### src/rtl/replay_ctrl.sv
// Purpose: records a stream of words into an 8-entry sram ring and replays them, oldest first, on request.
// Latency: the first replayed word is valid in the third cycle after replay_start is taken; words then follow one every 3 cycles.
// Backpressure: in_ready drops while a replay runs; a presented word holds on out_* until out_ready accepts it.
//
// Ports:
//   clk, rst                   - single clock, synchronous active-high reset
//   in_data/in_valid/in_ready  - record stream (accepted only while idle)
//   replay_start               - one-cycle replay request (ignored when busy or empty)
//   out_data/out_valid/out_ready/out_last - replay stream, out_last on the final word
//   busy, count                - replay in progress, stored word count 0..8
//   sram_*                     - 8x16 sram: combinational write port, registered read port
module replay_ctrl #(
  parameter int WIDTH = 16,
  parameter int AW    = 3
) (
  input  logic             clk,
  input  logic             rst,
  input  logic [WIDTH-1:0] in_data,
  input  logic             in_valid,
  output logic             in_ready,
  input  logic             replay_start,
  output logic [WIDTH-1:0] out_data,
  output logic             out_valid,
  input  logic             out_ready,
  output logic             out_last,
  output logic             busy,
  output logic [AW:0]      count,
  output logic [AW-1:0]    sram_w_addr,
  output logic [WIDTH-1:0] sram_din,
  output logic             sram_we,
  output logic             sram_oe,
  output logic [AW-1:0]    sram_r_addr,
  input  logic [WIDTH-1:0] sram_dout
);

  typedef enum logic [1:0] {IDLE, ISSUE, CAPTURE, PRESENT} state_t;

  localparam logic [AW:0] DEPTH = (AW+1)'(2**AW);
  localparam logic [AW:0] ONE   = (AW+1)'(1);

  state_t           state_q, state_d;
  logic [AW-1:0]    wr_ptr_q, wr_ptr_d;
  logic [AW-1:0]    rd_ptr_q, rd_ptr_d;
  logic [AW:0]      count_q, count_d;
  logic [AW:0]      remaining_q, remaining_d;
  logic [WIDTH-1:0] out_data_q, out_data_d;
  logic             out_valid_q, out_valid_d;
  logic             out_last_q, out_last_d;
  logic             busy_q, busy_d;
  logic [AW-1:0]    sram_r_addr_q, sram_r_addr_d;
  logic             sram_oe_q, sram_oe_d;
  logic [AW-1:0]    oldest;

  // Write side is purely combinational so a word lands in the sram on the edge it is accepted.
  assign in_ready    = (state_q == IDLE) && !rst;
  assign sram_we     = in_valid && in_ready;
  assign sram_w_addr = wr_ptr_q;
  assign sram_din    = in_data;

  always_comb begin
    state_d     = state_q;
    wr_ptr_d    = wr_ptr_q;
    count_d     = count_q;
    rd_ptr_d    = rd_ptr_q;
    remaining_d = remaining_q;
    out_data_d  = out_data_q;
    out_valid_d = 1'b0;
    out_last_d  = 1'b0;
    sram_oe_d   = 1'b0;

    if (sram_we) begin
      wr_ptr_d = wr_ptr_q + AW'(1);
      if (count_q != DEPTH) count_d = count_q + ONE;
    end

    // Oldest entry after this edge's write, so a simultaneous write joins the replay.
    // A full ring (count=8) truncates to 0 here, making the oldest slot the one about to be overwritten next.
    oldest = wr_ptr_d - count_d[AW-1:0];

    case (state_q)
      IDLE: begin
        if (replay_start && (count_d != '0)) begin
          rd_ptr_d    = oldest;
          remaining_d = count_d;
          state_d     = ISSUE;
        end
      end
      ISSUE: begin
        // Address has been stable through ISSUE; open the sram output for the capture cycle.
        sram_oe_d = 1'b1;
        state_d   = CAPTURE;
      end
      CAPTURE: begin
        out_data_d  = sram_dout;
        out_valid_d = 1'b1;
        out_last_d  = (remaining_q == ONE);
        state_d     = PRESENT;
      end
      PRESENT: begin
        out_valid_d = 1'b1;
        out_last_d  = out_last_q;
        if (out_ready) begin
          out_valid_d = 1'b0;
          out_last_d  = 1'b0;
          remaining_d = remaining_q - ONE;
          rd_ptr_d    = rd_ptr_q + AW'(1);
          state_d     = (remaining_q == ONE) ? IDLE : ISSUE;
        end
      end
      default: state_d = IDLE;
    endcase

    sram_r_addr_d = rd_ptr_d;
    busy_d        = (state_d != IDLE);
  end

  always_ff @(posedge clk) begin
    if (rst) begin
      state_q       <= IDLE;
      wr_ptr_q      <= '0;
      rd_ptr_q      <= '0;
      count_q       <= '0;
      remaining_q   <= '0;
      out_data_q    <= '0;
      out_valid_q   <= 1'b0;
      out_last_q    <= 1'b0;
      busy_q        <= 1'b0;
      sram_r_addr_q <= '0;
      sram_oe_q     <= 1'b0;
    end else begin
      state_q       <= state_d;
      wr_ptr_q      <= wr_ptr_d;
      rd_ptr_q      <= rd_ptr_d;
      count_q       <= count_d;
      remaining_q   <= remaining_d;
      out_data_q    <= out_data_d;
      out_valid_q   <= out_valid_d;
      out_last_q    <= out_last_d;
      busy_q        <= busy_d;
      sram_r_addr_q <= sram_r_addr_d;
      sram_oe_q     <= sram_oe_d;
    end
  end

  assign out_data    = out_data_q;
  assign out_valid   = out_valid_q;
  assign out_last    = out_last_q;
  assign busy        = busy_q;
  assign count       = count_q;
  assign sram_r_addr = sram_r_addr_q;
  assign sram_oe     = sram_oe_q;

endmodule

### config.mk
export PLATFORM = sky130hd
export DESIGN_NAME = replay_ctrl
export DESIGN_NICKNAME = d
export VERILOG_FILES = /design/src/rtl/replay_ctrl.sv
export SDC_FILE = /design/constraint.sdc
export NUM_CORES = 1
export LEC_CHECK = 0
export BUFFER_PORTS_ARGS = -buffer_cell sky130_fd_sc_hd__buf_2
export CAP_MARGIN = 10
export CORE_MARGIN = 5
export CORE_UTILIZATION = 50
export CTS_CLUSTER_DIAMETER = 80
export CTS_CLUSTER_SIZE = 20
export DETAILED_ROUTE_END_ITERATION = 8
export GPL_ROUTABILITY_DRIVEN = 1
export HOLD_SLACK_MARGIN = 0.06
export PLACE_DENSITY = 0.85
export SLEW_MARGIN = 30
export SYNTH_ARGS = -nofsm -noshare
export SYNTH_HDL_FRONTEND = slang
export SYNTH_SLANG_ARGS = --single-unit
### constraint.sdc
create_clock -name clk -period 4.5 [get_ports clk]
set_input_delay 0.45 -clock clk [delete_from_list [all_inputs] [get_ports clk]]
set_output_delay 0.45 -clock clk [all_outputs]
set_load 0.005 [all_outputs]
==> impl_metrics.py, run 1 <==
metrics = {
    "critical_path": {
        "cp_data_arrival_time_ns": 3.09,
        "critPathKind": "reg -> reg",
        "cp_cell_sequence": "nor4b_4 > o21ai_0 > xnor2_1 > inv_1 > ha_1 > inv_1 > fa_1 > xor2_1 > xnor2_1 > o21ai_0 > a221oi_2",
        "slowest_stage": "nor4b_4",
        "cp.required_ns": 4.70,
        "endpoint_kind": "flip-flop",
        "reg2reg_from": "state_q[0]$_SDFF_PP0_",
        "crit_path_max_fanout": 12,
        "crit_start": "state_q[0]$_SDFF_PP0_",
        "max_stage_delay_ns": 0.62,
        "critical_path.startpoint_type": "flip-flop",
    },
    "drt": {
        "ant_nets": 0,
        "drtIter0Drc": 75,
        "firstDrtPassIters": 4,
        "drcViolationCount": 0,
        "viasPerCell": 5.02,
        "vias": 1457,
        "routedWlPerCell_um": 12.4,
        "finalWirelength_um": 3600,
    },
    "logic_synthesis": {
        "syn_area_um2": 1810,
        "ys_ff_latch": 36,
        "synth_cell_types": 41,
        "synth_warnings": 0,
        "yosysTopAreaCellShare": 0.398,
        "synth_area_leaders": "dfxtp_1 40%, nand2_1 8.5%, a21oi_1 7.5%, buf_4 6.6%, ha_1 4.8%",
        "synthCells": 213,
        "synth_largest_area_cell": "dfxtp_1",
        "synth-seq-area-share": 0.398,
        "syn_avg_cell_area_um2": 8.51,
        "syn_nets": 258,
    },
    "placement": {
        "gp_congestion": 0.796,
        "hpwlAfterDp_um": 2730,
        "io_buffers": 52,
        "placed_cells": 282,
        "pre_cts_ws_ns": 1.26,
    },
    "cells_and_area": {
        "fillCellCount": 336,
        "fin_cells": 290,
        "drive_above_1_share": 0.299,
        "n_antenna_cell": 0,
        "area_growth_pct": 10.2,
        "fin_nets": 288,
    },
    "floorplan": {
        "start_util": 0.530,
        "die-area_um2": 4930,
        "row_count": 21,
        "pin_count": 85,
        "core-area_um2": 3420,
        "die_h_um": 70.2,
        "die_w_um": 70.2,
    },
    "clock_tree": {
        "clockRootBuffer": "clkbuf_4",
        "cts_resized": 0,
        "cts_hold_buf": 0,
        "cts_buffer_depth": 2,
        "cts_sinks": 36,
        "postCtsSetupBuffers": 0,
        "cts_buffers": 5,
        "cts_tree": "yes",
        "cts.reportedPaths.clkPinSlew_ns": 0.12,
        "htree_levels": 2,
        "insertion_delay_ns": 0.35,
    },
    "timing": {
        "grt_setup_unrepaired": "no",
        "maxSlewViolCount": 0,
        "finalHoldViolCount": 0,
        "tightest_slew_ns": 0.691,
        "relSlewSlack": 0.540,
        "fmax_mhz": 345,
        "setup_violations": 0,
        "fin_crit_sh": 0.644,
        "fin_ws_ns": 1.60,
        "tns_ns": 0,
        "clock_skew_ns": 0.0131,
        "min_period_ns": 2.90,
    },
    "power": {
        "leakagePower_nw": 0.879,
        "power-per-cell-area_nw_per_um2": 354,
        "peakVddDrop_mv": 0.214,
        "total_power_mw": 0.706,
    },
    "grt": {
        "grt.overflow.total": 0,
        "antenna_found_initial": 0,
        "grt_pass1_wl_um": 5780,
        "grt_usage": 0.144,
        "grt_pass1_vias": 1382,
        "grt_max_degree": 38,
    },
    "hold_path": {
        "min_path_type": "in -> reg",
        "hold_path_startpoint": "sram_dout[15]",
    },
    "flow_run": {
        "cap_viol_max_count": 0,
    },
    "run_status": {
        "outcome": "finished clean",
    },
}
cells in the final DEF, fill, tap and decap left out, types with 2 or more instances in the layout:
cell      Yosys  routed
nor2b_1       3       2
buf_2         0      52
nand3_1       3       3
inv_1         8       8
nand2_1      41      41
o21ai_0       8       8
xor2_1        3       3
dfxtp_1      36      36
a21oi_1      27      27
clkinv_2      0       2
mux2i_1       2       2
a211o_1       3       3
clkbuf_4      0       5
ha_1          7       7
and3b_1       2       2
nand2b_1      2       2
nor2_1       13      13
xnor2_1       3       3
routing by layer:
metal / vias to the layer above / global-route usage / wire [um]
met1: 649 / 0.150 / 1480
met3: 11 / 0.0402 / 216
li1: 750 / - / -
met2: 47 / 0.254 / 1810
met5: - / 0 / 0
met4: 0 / 0.0894 / 97
critical path: cells and delay by family (launching register included):
kind | cells | cell delay [ns]
AO/OA/AOI/OAI | 3 | 0.51
XOR/XNOR | 3 | 0.53
adder cells (fa/ha/maj) | 2 | 0.51
buffers and inverters | 2 | 0.13
flip-flops | 1 | 0.45
AND/OR/NAND/NOR | 1 | 0.62
layout make-up:
class                      count  area, um^2  area share
sequential                    36         721       0.361
inverter                       9        36.3      0.0182
tap                           46        57.6      0.0288
multi-input combinational    139         866       0.434
clock inverter                 3        18.8     0.00940
timing repair buffer          52         260       0.130
clock buffer                   5        37.5      0.0188
state kept, by name (all words and copies together) (netlist names):
register and cells:
state_q 2, out_data 16, out_valid 1, count 4
sram_w_addr 3, busy 1, remaining_q 4, sram_r_addr 3
sram_oe 1, out_last 1
worst paths after layout:
path	endpoint	slack [ns]	depth (start not counted)
hold reg to reg	out_data[5]$_SDFFE_PP0P_	0.46	2
hold / removal	out_data[15]$_SDFFE_PP0P_	0.33	3
setup / recovery	sram_r_addr[2]$_SDFFE_PP0P_	1.60	11
setup reg to reg	sram_r_addr[2]$_SDFFE_PP0P_	1.60	11
power breakdown:
group          internal (mW)  switching [mW]  total (mW)
sequential             0.345          0.0233       0.368
combinational         0.0768          0.0917       0.168
clock                 0.0599           0.110       0.170
total                  0.481           0.225       0.706
per-stage QoR:
stage | hold WS (ns) | utilization | cell area (um^2)
6_report | 0.330 | 0.585 | 2000
5_1_grt | 0.304 | 0.585 | 2000
4_1_cts | 0.321 | 0.584 | 1990
3_5_place_dp | 0.447 | 0.567 | 1940
3_3_place_gp | 0.443 | 0.567 | 1940
2_1_floorplan | 0.453 | - | 1810
synth_stat cells (all sizes together):
| master | n |
|---|---|
| a211o | 3 |
| a21oi | 27 |
| a221oi | 1 |
| a311oi | 1 |
| a31o | 1 |
| a31oi | 2 |
| and2 | 1 |
| and3 | 1 |
| and3b | 2 |
| buf | 19 |
| clkbuf | 10 |
| dfxtp | 36 |
| fa | 1 |
| ha | 7 |
| inv | 9 |
| mux2 | 1 |
| mux2i | 3 |
| nand2 | 42 |
| nand2b | 2 |
| nand3 | 3 |
| nand4 | 1 |
| nor2 | 13 |
| nor2b | 3 |
| nor3 | 1 |
| nor3b | 2 |
| nor4 | 1 |
| nor4b | 1 |
| o21ai | 9 |
| o21bai | 1 |
| o22ai | 1 |
| or2 | 1 |
| or3 | 1 |
| xnor2 | 3 |
| xor2 | 3 |
logic make-up (layout without fill, tap and decap cells):
kind of cell             after synthesis  count (layout)  share of synthesized area
AND/OR/NAND/NOR                       75              75                      0.198
AO/OA/AOI/OAI                         46              46                      0.160
buffers and inverters                 38              69                      0.126
flip-flops                            36              36                      0.398
adder cells (fa/ha/maj)                8               8                     0.0594
XOR/XNOR                               6               6                     0.0290
multiplexers                           4               4                     0.0297
(Power assumes the default switching activity.)
==> inputs of run 2 (changes only) <==
- ABC_AREA: default -> 1
- CORE_UTILIZATION: 50 -> 46
- PLACE_DENSITY: 0.85 -> 0.79
- clock period: 4.5 -> 2.9 ns (I/O delays scaled with it)
==> impl_metrics.py, run 2 <==
metrics = {
    "run_status": {
        "outcome": "finished clean",
    },
    "timing": {
        "fin_crit_sh": 0.754,
        "fmax_mhz": 457,
        "tightest_slew_ns": 0.478,
        "fin_ws_ns": 0.714,
        "setup_violations": 0,
        "relSlewSlack": 0.681,
        "clock_skew_ns": 0.00414,
        "min_period_ns": 2.19,
        "grt_setup_unrepaired": "no",
        "tns_ns": 0,
        "maxSlewViolCount": 0,
        "finalHoldViolCount": 0,
    },
    "logic_synthesis": {
        "yosysMostFrequentCell": "nor2_1",
        "syn_avg_cell_area_um2": 7.18,
        "synth_area_leaders": "dfxtp_1 40%, nor2_1 11%, nand2_1 7.8%, buf_4 7.0%, o21ai_0 5.8%",
        "synth-main-ff-cell": "dfxtp_1",
        "synth_largest_area_cell": "dfxtp_1",
        "synth_warnings": 0,
        "syn_nets": 299,
        "synthCells": 254,
        "syn_area_um2": 1820,
        "async_flop_share": 0,
        "synth_cell_types": 29,
        "ys_ff_latch": 36,
        "yosysTopAreaCellShare": 0.395,
        "synth_edf_count": 0,
        "synth-seq-area-share": 0.395,
        "synthTopCellsByCount": "55 x nor2_1, 38 x nand2_1, 36 x dfxtp_1",
    },
    "clock_tree": {
        "cts_hold_buf": 0,
        "cts.reportedPaths.clkPinSlew_ns": 0.07,
        "cts_buffer_depth": 2,
        "cts_resized": 0,
        "postCtsSetupBuffers": 0,
        "insertion_delay_ns": 0.28,
        "cts_tree": "yes",
        "clockRootBuffer": "clkbuf_8",
        "cts_buffers": 5,
        "htree_levels": 2,
        "cts_sinks": 36,
    },
    "cells_and_area": {
        "most-common-layout-cells": "55 x nor2_1, 52 x buf_2, 38 x nand2_1",
        "final_common_cell": "nor2_1",
        "fillCellCount": 376,
        "area_growth_pct": 13.6,
        "fin_nets": 334,
        "n_antenna_cell": 0,
        "largest_reg_flops": 16,
        "register_area_um2": 721,
        "multiInputGateArea_um2": 828,
        "drive_above_1_share": 0.241,
    },
    "floorplan": {
        "die_w_um": 73.0,
        "row_count": 22,
        "die-area_um2": 5330,
        "start_util": 0.487,
        "core-area_um2": 3740,
        "die_h_um": 73.0,
        "pin_count": 85,
    },
    "grt": {
        "antenna_found_initial": 0,
        "grt_pass1_vias": 1528,
        "grt_usage": 0.146,
        "grt.overflow.total": 0,
        "grt_pass1_wl_um": 6360,
        "grt_max_degree": 23,
    },
    "critical_path": {
        "r2r-end": "sram_r_addr[2]$_SDFFE_PP0P_",
        "critical_path.startpoint_type": "input pin",
        "cp_data_arrival_time_ns": 2.40,
        "cp.required_ns": 3.11,
        "r2r_slack_ns": 0.76,
        "endpoint_kind": "flip-flop",
        "critPathKind": "in -> reg",
        "ff2ff_path_depth": 13,
        "crit_start": "rst",
        "crit_path_max_fanout": 22,
        "reg2reg_from": "state_q[1]$_SDFF_PP0_",
    },
    "hold_path": {
        "min_path_type": "in -> reg",
        "holdPathStages": 3,
        "hold_path_startpoint": "sram_dout[1]",
        "whs_endpoint": "out_data[1]$_SDFFE_PP0P_",
    },
    "power": {
        "total_power_mw": 1.21,
        "peakVddDrop_mv": 0.379,
        "leakagePower_nw": 1.06,
        "power-per-cell-area_nw_per_um2": 582,
    },
    "drt": {
        "drcViolationCount": 0,
        "drtIter0Drc": 34,
        "routedWlPerCell_um": 11.3,
        "viasPerCell": 4.84,
        "ant_nets": 0,
        "firstDrtPassIters": 4,
        "finalWirelength_um": 3810,
        "vias": 1635,
    },
    "placement": {
        "gp_congestion": 0.837,
        "hpwlAfterDp_um": 2870,
        "io_buffers": 52,
        "pre_cts_ws_ns": 0.433,
    },
    "flow_run": {
        "cap_viol_max_count": 0,
    },
}
## run 2: cells by family after synthesis
group / synth area share
XOR/XNOR: 0.0144
buffers and inverters: 0.151
AO/OA/AOI/OAI: 0.115
adder cells (fa/ha/maj): 0.0590
AND/OR/NAND/NOR: 0.265
flip-flops: 0.395
## run 2: per-stage QoR
stage | area (um^2) | utilization | std cells | hold WS, ns
finish | 2070 | 0.553 | 338 | 0.228
global route | 2070 | 0.553 | 338 | 0.225
CTS | 2070 | 0.553 | 338 | 0.222
detailed placement | 1980 | 0.528 | 330 | 0.462
global placement | 1980 | 0.528 | 330 | 0.460
floorplan | 1820 | - | 254 | 0.425
## run 2: layout make-up
type                       instances  share of cell area
clock buffer                       7              0.0417
clock inverter                     1             0.00362
inverter                          27              0.0489
multi-input combinational        166               0.400
sequential                        36               0.348
tap                               48              0.0290
timing repair buffer              53               0.129
## run 2: metal layers
layer	vias up	global-route usage	wire length, um	share of wire
li1	861	-	-	-
met1	706	0.184	1740	0.46
met2	63	0.238	1700	0.45
met3	5	0.0441	337	0.088
met4	0	0.0471	33	0.0087
met5	-	0	0	0
## run 2: critical path, cell delays in order
cell,delay [ns]
buf_2,0.28
inv_2,0.22
nand3_2,0.25
inv_2,0.10
or2_2,0.28
inv_1,0.07
a21oi_1,0.06
fa_1,0.43
inv_1,0.07
nand3_1,0.07
nand3_1,0.08
nand3_1,0.07
a21oi_1,0.13
## run 2: how the worst max path moves through the flow
stage | end | slack (ns)
detailed placement | sram_r_addr[2]$_SDFFE_PP0P_ | 0.43
global route | sram_r_addr[2]$_SDFFE_PP0P_ | 0.46
finish | sram_r_addr[2]$_SDFFE_PP0P_ | 0.71
floorplan | sram_r_addr[2]$_SDFFE_PP0P_ | 0.93
CTS | sram_r_addr[2]$_SDFFE_PP0P_ | 0.72
global placement | sram_r_addr[2]$_SDFFE_PP0P_ | 0.47
## run 2: power breakdown
| part | total (mW) | switching (mW) | internal [mW] |
|---|---|---|---|
| Combinational | 0.261 | 0.150 | 0.111 |
| Clock | 0.362 | 0.169 | 0.193 |
| Sequential | 0.583 | 0.0359 | 0.547 |
| Total | 1.21 | 0.356 | 0.850 |
